<file path="src/rtl/aoi_pkg.sv">
// Shared types and constants for the two-stage AND-OR-INVERT / OR-AND-INVERT pipeline.
package aoi_pkg;

  typedef enum logic {
    AOI_MODE = 1'b0,
    OAI_MODE = 1'b1
  } mode_e;

  localparam int ZCNT_W = 16;

  function automatic logic [ZCNT_W-1:0] sat_inc(input logic [ZCNT_W-1:0] v);
    return (v == {ZCNT_W{1'b1}}) ? v : v + 1'b1;
  endfunction

endpackage

</file>
<file path="src/rtl/aoi_stage.sv">
// One valid/ready pipeline register, 1-cycle latency, full throughput.
// Stalls by holding its payload while downstream is not ready; refills in the cycle it drains.
module aoi_stage #(
  parameter int W = 8
) (
  input  logic         clk,
  input  logic         rst,
  input  logic         in_valid,
  output logic         in_ready,
  input  logic [W-1:0] in_data,
  output logic         out_valid,
  input  logic         out_ready,
  output logic [W-1:0] out_data
);

  assign in_ready = ~out_valid | out_ready;

  always_ff @(posedge clk or posedge rst) begin
    if (rst) begin
      out_valid <= 1'b0;
      out_data  <= '0;
    end else if (in_ready) begin
      out_valid <= in_valid;
      if (in_valid) begin
        out_data <= in_data;
      end
    end
  end

endmodule

</file>
<file path="src/rtl/aoi_pipe.sv">
// Two-stage AOI/OAI evaluator: terms registered in stage 1, reduce+invert registered in stage 2 (2-cycle latency).
// Valid/ready throughout; stalls propagate back so at most two beats are held; counts delivered zero results.
module aoi_pipe
  import aoi_pkg::*;
#(
  parameter int WIDTH = 8,
  parameter int TERMS = 2
) (
  input  logic               clk,
  input  logic               rst,
  input  logic               in_valid,
  output logic               in_ready,
  input  logic [TERMS*WIDTH-1:0] in_a,
  input  logic [TERMS*WIDTH-1:0] in_b,
  input  logic               in_mode,
  output logic               out_valid,
  input  logic               out_ready,
  output logic [WIDTH-1:0]   out_g,
  output logic [ZCNT_W-1:0]  zero_cnt
);

  localparam int S1_W = TERMS * WIDTH + 1;

  if (TERMS < 2 || TERMS > 8) begin : g_bad_terms
    $error("aoi_pipe: TERMS must lie in 2..8");
  end

  logic                   armed;
  logic                   s1_in_valid;
  logic                   s1_in_ready;
  logic [TERMS*WIDTH-1:0] terms;
  logic [S1_W-1:0]        s1_in_data;
  logic                   s1_valid;
  logic                   s2_in_ready;
  logic [S1_W-1:0]        s1_data;
  mode_e                  s1_mode;
  logic [WIDTH-1:0]       reduced;
  logic [WIDTH-1:0]       s2_in_data;

  // Input stays closed until the first edge after reset release.
  always_ff @(posedge clk or posedge rst) begin
    if (rst) begin
      armed <= 1'b0;
    end else begin
      armed <= 1'b1;
    end
  end

  assign s1_in_valid = in_valid & armed;
  assign in_ready    = s1_in_ready & armed;

  always_comb begin
    terms = '0;
    for (int k = 0; k < TERMS; k++) begin
      if (mode_e'(in_mode) == OAI_MODE) begin
        terms[k*WIDTH +: WIDTH] = in_a[k*WIDTH +: WIDTH] | in_b[k*WIDTH +: WIDTH];
      end else begin
        terms[k*WIDTH +: WIDTH] = in_a[k*WIDTH +: WIDTH] & in_b[k*WIDTH +: WIDTH];
      end
    end
  end

  assign s1_in_data = {in_mode, terms};

  aoi_stage #(.W(S1_W)) u_stage1 (
    .clk       (clk),
    .rst       (rst),
    .in_valid  (s1_in_valid),
    .in_ready  (s1_in_ready),
    .in_data   (s1_in_data),
    .out_valid (s1_valid),
    .out_ready (s2_in_ready),
    .out_data  (s1_data)
  );

  assign s1_mode = mode_e'(s1_data[S1_W-1]);

  // OAI reduces with AND (identity all-ones), AOI with OR (identity zero).
  always_comb begin
    reduced = (s1_mode == OAI_MODE) ? {WIDTH{1'b1}} : {WIDTH{1'b0}};
    for (int k = 0; k < TERMS; k++) begin
      if (s1_mode == OAI_MODE) begin
        reduced = reduced & s1_data[k*WIDTH +: WIDTH];
      end else begin
        reduced = reduced | s1_data[k*WIDTH +: WIDTH];
      end
    end
  end

  assign s2_in_data = ~reduced;

  aoi_stage #(.W(WIDTH)) u_stage2 (
    .clk       (clk),
    .rst       (rst),
    .in_valid  (s1_valid),
    .in_ready  (s2_in_ready),
    .in_data   (s2_in_data),
    .out_valid (out_valid),
    .out_ready (out_ready),
    .out_data  (out_g)
  );

  always_ff @(posedge clk or posedge rst) begin
    if (rst) begin
      zero_cnt <= '0;
    end else if (out_valid && out_ready && (out_g == '0)) begin
      zero_cnt <= sat_inc(zero_cnt);
    end
  end

endmodule

</file>
<file path="config.mk">
export PLATFORM = sky130hd
export DESIGN_NAME = aoi_pipe
export DESIGN_NICKNAME = d
export VERILOG_FILES = /design/src/rtl/aoi_pkg.sv /design/src/rtl/aoi_stage.sv /design/src/rtl/aoi_pipe.sv
export SDC_FILE = /design/constraint.sdc
export NUM_CORES = 1
export LEC_CHECK = 0
export ABC_AREA = 0
export BUFFER_PORTS_ARGS = -buffer_cell sky130_fd_sc_hd__buf_2
export CORE_MARGIN = 2
export CORE_UTILIZATION = 51
export CTS_CLUSTER_DIAMETER = 200
export DETAILED_ROUTE_END_ITERATION = 10
export HOLD_SLACK_MARGIN = 0.1
export PLACE_DENSITY = 0.81
export SLEW_MARGIN = 30
export SYNTH_ARGS = -nofsm -noshare
export SYNTH_HDL_FRONTEND = slang
export SYNTH_SLANG_ARGS = --single-unit
</file>
<file path="constraint.sdc">
create_clock -name clk -period 2 [get_ports clk]
set_input_delay 0.2 -clock clk [delete_from_list [all_inputs] [get_ports clk]]
set_output_delay 0.2 -clock clk [all_outputs]
set_load 0.005 [all_outputs]
</file>
==> flow_metrics.py, run 1 <==
metrics = {
    "die": {
        "design.portCount": 63,
        "initial_core_util": 0.530,
        "core_area_sq_um": 4000,
        "row_count": 23,
        "dieArea_sq_um": 4690,
        "die_h_um": 68.5,
        "die_w_um": 68.5,
    },
    "setup_path": {
        "reg2reg_depth": 4,
        "worstSetupPathType": "reg2reg",
        "rr_startpoint": "u_stage2.out_data[0]$_DFFE_PP0P_",
        "cp_slowest_cell": "dfrtp_1",
        "crit_start": "u_stage2.out_data[0]$_DFFE_PP0P_",
        "cp_cell_sequence": "nor4_2, nand4_4, nor2_1, mux2_1",
        "rr_endpoint": "zero_cnt[1]$_DFFE_PP0P_",
        "cp.required_ns": 2.17,
        "path_buf_inv": 0,
        "worstSetupPathDepth": 4,
        "crit_family": "simple AND/OR/NAND/NOR gates",
        "max_stage_delay_ns": 0.40,
        "endpoint_kind": "flop",
        "regToRegSetupSlack_ns": 0.19,
        "cp_max_fo": 14,
        "critPathCapture": "zero_cnt[1]$_DFFE_PP0P_",
        "crit_arrival_ns": 1.98,
        "start_kind": "flop",
    },
    "sta": {
        "fin_crit_sh": 0.905,
        "setup_tns_ns": 0,
        "fmax_ghz": 0.552,
        "setup_viol": 0,
        "rsz0062_at_grt": "no",
        "drv_slew": 0,
        "finalHoldViolCount": 0,
        "slew_headroom": 0.656,
        "period_needed_ns": 1.81,
        "worst_pin_slew_ns": 0.516,
        "fin_skew_ns": 0.0103,
    },
    "layout": {
        "final_core_util": 0.654,
        "drive_gt1_frac": 0.317,
        "area_growth_pct": 23.4,
        "diodes": 0,
        "layout_common_cells": "buf_2, dfrtp_1, nand2_1, nor2_1",
        "fin_cells": 328,
        "nNetsFinal": 316,
        "multiInputGateArea_sq_um": 980,
        "fillers": 330,
        "final_cell_area_sq_um": 2620,
        "regArea_sq_um": 1100,
        "layout_commonest_cell": "buf_2",
    },
    "synthesis": {
        "ys_types": 32,
        "synth_area_sq_um": 2120,
        "avgSynthCellArea_sq_um": 10.0,
        "synth_warnings": 0,
        "synth_cells": 211,
        "synth_seq_cells": 44,
        "ys_seq_area_frac": 0.519,
        "synth_nets": 249,
    },
    "grt": {
        "grt_max_degree": 32,
        "antenna_found_initial": 0,
        "gr-total-overflow": 0,
        "grt_pass1_vias": 1595,
        "grt_first_pass_wirelength_mm": 7.29,
        "gr-usage-all-layers": 0.212,
    },
    "detailed_routing": {
        "firstDrtPassIters": 4,
        "via_per_inst": 5.29,
        "drc": 0,
        "drt-total-wl_mm": 4.36,
        "drt-initial-drc-count": 70,
        "postRouteAntennaNets": 0,
        "routedWlPerCell_um": 13.3,
        "vias": 1734,
    },
    "clocking": {
        "h-tree-depth": 2,
        "cts_made_buffers": 5,
        "clock_path_buffers": 2,
        "clkTransAtPathRegs_ns": 0.08,
        "cts_post_setup_buffers_inserted": 0,
        "cts_tree": "built",
        "clock_latency_ns": 0.29,
        "clock_sinks": 44,
        "cts-root-buf": "clkbuf_8",
    },
    "placement": {
        "portBuffers": 62,
        "placed_cell_area_sq_um": 2500,
        "dp_hpwl_mm": 3.26,
        "dpl.cell_count": 320,
        "place.gp.congestion": 0.814,
    },
    "flow_run": {
        "cap_violations": 0,
    },
    "power": {
        "p_leak_nw": 1.31,
        "irDropWorstVdd_mv": 0.478,
        "p_total_mw": 2.05,
        "p_per_area_nw_per_um2": 785,
    },
    "worst_hold_path": {
        "hold_path_class": "in2reg",
    },
    "status": {
        "status": "finished clean",
    },
}
[cells by family after synthesis]
family	after synthesis	synth area share
muxes	5	0.0266
buffers and inverters	12	0.0254
AOI/OAI and AO/OA	42	0.118
and+or+nand+nor	86	0.215
DFF	44	0.519
xor gates and xnor gates	12	0.0496
other	1	0.00177
adders and majority gates	9	0.0437
[metal layers]
metal  GRT usage  wire (um)  vias to the layer above
met5           0          0                        -
met4      0.0875         87                        0
met3      0.0461        234                        7
met2       0.337       2080                       52
met1       0.282       1970                      792
li1            -          -                      883
[sequential cells by signal (all words and copies together) (netlist names)]
signal / flops
u_stage1.out_data: 17
zero_cnt: 16
u_stage2.out_data: 8
armed: 1
u_stage1.out_valid: 1
u_stage2.out_valid: 1
[tightest hold or removal path, cell delays in order]
cell and delay (ns):
buf_2 0.10, nor2_1 0.08, o31ai_1 0.06
[Yosys cell counts]
master / n / area, sq um
mux2_2: 2 / 22.5
dfrtp_1: 44 / 1100
and4_1: 2 / 17.5
mux2_1: 3 / 33.8
nand4_1: 3 / 18.8
conb_1: 1 / 3.75
nor4b_1: 1 / 8.76
a21oi_1: 16 / 80.1
xnor2_1: 1 / 8.76
inv_1: 2 / 7.51
maj3_1: 8 / 80.1
ha_1: 1 / 12.5
nand4_2: 1 / 12.5
clkbuf_1: 7 / 26.3
or2_2: 1 / 6.26
o21ai_0: 10 / 50.1
buf_6: 1 / 11.3
o31ai_1: 16 / 120
nor4_2: 7 / 87.6
xor2_1: 11 / 96.3
nand3_1: 7 / 35.0
clkinv_1: 1 / 3.75
buf_2: 1 / 5.00
and2_1: 1 / 6.26
nor2_1: 18 / 67.6
nor3_1: 6 / 30.0
nand2_1: 32 / 120
nor4_1: 1 / 6.26
nand3b_1: 1 / 7.51
and3_1: 2 / 12.5
nand2b_1: 2 / 12.5
nor3b_1: 1 / 7.51
[how the worst min path moves through the flow]
stage                     startpoint                                end  slack, ns  depth (start not counted)
final                        in_b[9]   u_stage1.out_data[9]$_DFFE_PP0P_       0.19                          3
after global routing        in_b[15]  u_stage1.out_data[15]$_DFFE_PP0P_       0.20                          3
after CTS                    in_b[9]   u_stage1.out_data[9]$_DFFE_PP0P_       0.18                          3
after detailed placement         rst            zero_cnt[1]$_DFFE_PP0P_       0.31                          2
after global placement           rst            zero_cnt[0]$_DFFE_PP0P_       0.31                          2
after floorplan             in_a[14]  u_stage1.out_data[14]$_DFFE_PP0P_       0.38                          2
[through the flow]
step	hold WS, ns	setup WS [ns]
3_3_place_gp	0.310	0.153
6_report	0.188	0.189
5_1_grt	0.197	0.0556
3_5_place_dp	0.309	0.0692
4_1_cts	0.184	0.0548
2_1_floorplan	0.378	0.301
[timing repair]
| action | 4_1_cts | 5_1_grt |
|---|---|---|
| hold buffers | 1 | 0 |
| resized for setup | 0 | 1 |
| endpoints found under the hold margin | 23 | 0 |
| endpoints found under the setup margin | 0 | 5 |
[power by group]
| part | total, mW | leakage, nW | switching, mW | internal (mW) |
|---|---|---|---|---|
| Sequential | 1.10 | 0.561 | 0.0956 | 1.01 |
| Combinational | 0.354 | 0.699 | 0.182 | 0.172 |
| Clock | 0.594 | 0.0503 | 0.287 | 0.308 |
[area by class of cell]
cell class / instances / share of cell area
Clock buffer: 7 / 0.0368
Sequential cell: 44 / 0.421
Inverter: 3 / 0.00430
Tap cell: 50 / 0.0239
Multi-Input combinational cell: 155 / 0.374
Timing Repair Buffer: 69 / 0.140
No activity file was read; power rests on OpenSTA's default activity.
==> inputs of run 2 (changes only) <==
CORE_UTILIZATION = 55   (was 51)
PLACE_DENSITY = 0.86   (was 0.81)
clock period = 2.1 ns   (was 2 ns; I/O delays follow)
==> run 2 against run 1 <==
Compared with the run above: final area down 0.14%; via count rose by 1.2%; critical endpoint is now zero_cnt[10]$_DFFE_PP0P_; clock skew down 0.0024 ns; combinational power is 5% lower; die area down 6.8%; critical path type unchanged; flip-flop and latch count unchanged; routed wire length decreased by 0.23%; sequential power decreased by 5%; global-route usage grew 1.5 points; core utilization is 5.4 points higher.
==> flow_metrics.py, run 2 (synthesized netlist as in run 1, its figures left out) <==
metrics = {
    "status": {
        "status": "finished clean",
    },
    "layout": {
        "drive_gt1_frac": 0.317,
        "top_regs": "u_stage1.out_data (17), zero_cnt (16), u_stage2.out_data (8)",
        "layout_commonest_cell": "buf_2",
        "top_register": "u_stage1.out_data",
        "final_core_util": 0.708,
        "largest_reg_flops": 17,
        "nNetsFinal": 315,
        "fillers": 306,
        "layout_common_cells": "buf_2, dfrtp_1, nand2_1, nor2_1",
        "diodes": 0,
        "area_growth_pct": 23.3,
    },
    "worst_hold_path": {
        "holdPathStages": 3,
        "hold_path_class": "in2reg",
    },
    "power": {
        "p_total_mw": 2.03,
        "irDropWorstVdd_mv": 0.534,
        "p_leak_nw": 1.32,
        "pwr-share-clk": 0.319,
        "share_seq_of_total_power": 0.515,
        "p_comb_frac": 0.165,
        "p_switching_uw": 557,
        "p_per_area_nw_per_um2": 778,
        "p_sw_frac": 0.274,
        "intPower_mw": 1.48,
    },
    "placement": {
        "dp_hpwl_mm": 3.18,
        "place.gp.congestion": 0.803,
        "pre_cts_ws_ns": 0.186,
        "portBuffers": 62,
    },
    "grt": {
        "gr-total-overflow": 0,
        "gr-usage-all-layers": 0.227,
        "grt_max_degree": 35,
        "grt_first_pass_wirelength_mm": 7.60,
        "antenna_found_initial": 0,
        "grt_pass1_vias": 1740,
    },
    "sta": {
        "worst_slack_ns": 0.157,
        "finalHoldViolCount": 0,
        "fin_crit_sh": 0.925,
        "rsz0062_at_grt": "no",
        "drv_slew": 0,
        "period_needed_ns": 1.94,
        "setup_viol": 0,
        "setup_tns_ns": 0,
        "fmax_ghz": 0.515,
        "fin_skew_ns": 0.00783,
    },
    "die": {
        "initial_core_util": 0.575,
        "core_area_sq_um": 3690,
        "design.portCount": 63,
        "die_w_um": 66.1,
        "die_h_um": 66.1,
        "row_count": 22,
        "dieArea_sq_um": 4370,
    },
    "setup_path": {
        "cp.required_ns": 2.29,
        "worstSetupPathType": "reg2reg",
        "max_stage_delay_ns": 0.41,
        "path_buf_inv": 0,
        "cp_max_fo": 13,
        "start_kind": "flop",
        "crit_arrival_ns": 2.13,
        "endpoint_kind": "flop",
        "reg2reg_depth": 4,
        "worstSetupPathDepth": 4,
        "crit_family": "simple AND/OR/NAND/NOR gates",
        "cp_slowest_cell": "dfrtp_1",
        "cp_cell_sequence": "nor4_2, nand4_2, nor3_1, mux2_1",
    },
    "clocking": {
        "cts-root-buf": "clkbuf_8",
        "clkTransAtPathRegs_ns": 0.09,
        "cts_resized": 0,
        "clock_path_buffers": 2,
        "h-tree-depth": 2,
        "clock_latency_ns": 0.30,
        "clock_sinks": 44,
        "cts_made_buffers": 5,
        "cts_tree": "built",
    },
    "detailed_routing": {
        "drt-initial-drc-count": 117,
        "firstDrtPassIters": 4,
        "drc": 0,
        "drt-total-wl_mm": 4.35,
        "postRouteAntennaNets": 0,
        "routedWlPerCell_um": 13.4,
        "via_per_inst": 5.38,
        "vias": 1754,
    },
    "flow_run": {
        "cap_violations": 0,
    },
}
## run 2: cell types whose count changed in the layout (fill, tap and decap cells not counted)
cell | before | now
nand4_2 | 0 | 1
clkbuf_8 | 7 | 5
clkinv_2 | 0 | 1
bufinv_16 | 0 | 1
buf_4 | 6 | 5
nand4_4 | 1 | 0
clkinvlp_4 | 0 | 1
## run 2: worst paths after layout
path / slack [ns] / start / to
worst max-delay path: 0.16 / u_stage2.out_data[5]$_DFFE_PP0P_ / zero_cnt[10]$_DFFE_PP0P_
worst min-delay path: 0.18 / in_b[11] / u_stage1.out_data[11]$_DFFE_PP0P_
worst max register to register: 0.16 / u_stage2.out_data[5]$_DFFE_PP0P_ / zero_cnt[10]$_DFFE_PP0P_
worst min register to register: 0.48 / u_stage1.out_data[0]$_DFFE_PP0P_ / u_stage1.out_data[0]$_DFFE_PP0P_
max in group asynchronous: 1.09 / rst / u_stage1.out_data[12]$_DFFE_PP0P_
min in group asynchronous: 0.47 / rst / u_stage2.out_data[5]$_DFFE_PP0P_
## run 2: area by class of cell
| type | instances | area [sq um] | share of cell area |
|---|---|---|---|
| sequential | 44 | 1100 | 0.421 |
| multi-input combinational | 155 | 971 | 0.372 |
| timing repair buffer | 68 | 358 | 0.137 |
| clock buffer | 5 | 68.8 | 0.0263 |
| tap | 48 | 60.1 | 0.0230 |
| clock inverter | 3 | 42.5 | 0.0163 |
| inverter | 3 | 11.3 | 0.00431 |
## run 2: tightest hold or removal path: stages
cell and delay [ns]:
buf_2 0.10, nor2_1 0.08, o31ai_1 0.06
## run 2: power groups by stage
stage	Combinational [mW]	Clock, mW	Sequential, mW
2_1_floorplan	0.186	0	1.06
3_3_place_gp	0.331	0	1.06
3_5_place_dp	0.341	0	1.07
4_1_cts	0.345	0.656	1.05
5_1_grt	0.387	0.697	1.07
6_report	0.336	0.649	1.05
## run 2: stage by stage
step / hold WS [ns] / cells / cell area, sq um
6_report: 0.181 / 326 / 2610
5_1_grt: 0.186 / 326 / 2610
4_1_cts: 0.181 / 326 / 2610
3_5_place_dp: 0.265 / 317 / 2490
3_3_place_gp: 0.267 / 317 / 2490
2_1_floorplan: 0.388 / 211 / 2120
## run 2: layer usage
layer / share of wire / track usage / vias up
li1: - / - / 875
met1: 0.45 / 0.279 / 827
met2: 0.50 / 0.395 / 45
met3: 0.043 / 0.0545 / 7
met4: 0.015 / 0.0689 / 0
met5: 0 / 0 / -
## run 2: repair_timing
action,4_1_cts,5_1_grt
setup endpoints to repair,0,0
hold buffers,1,0
setup buffers,0,0
endpoints found under the hold margin,22,0
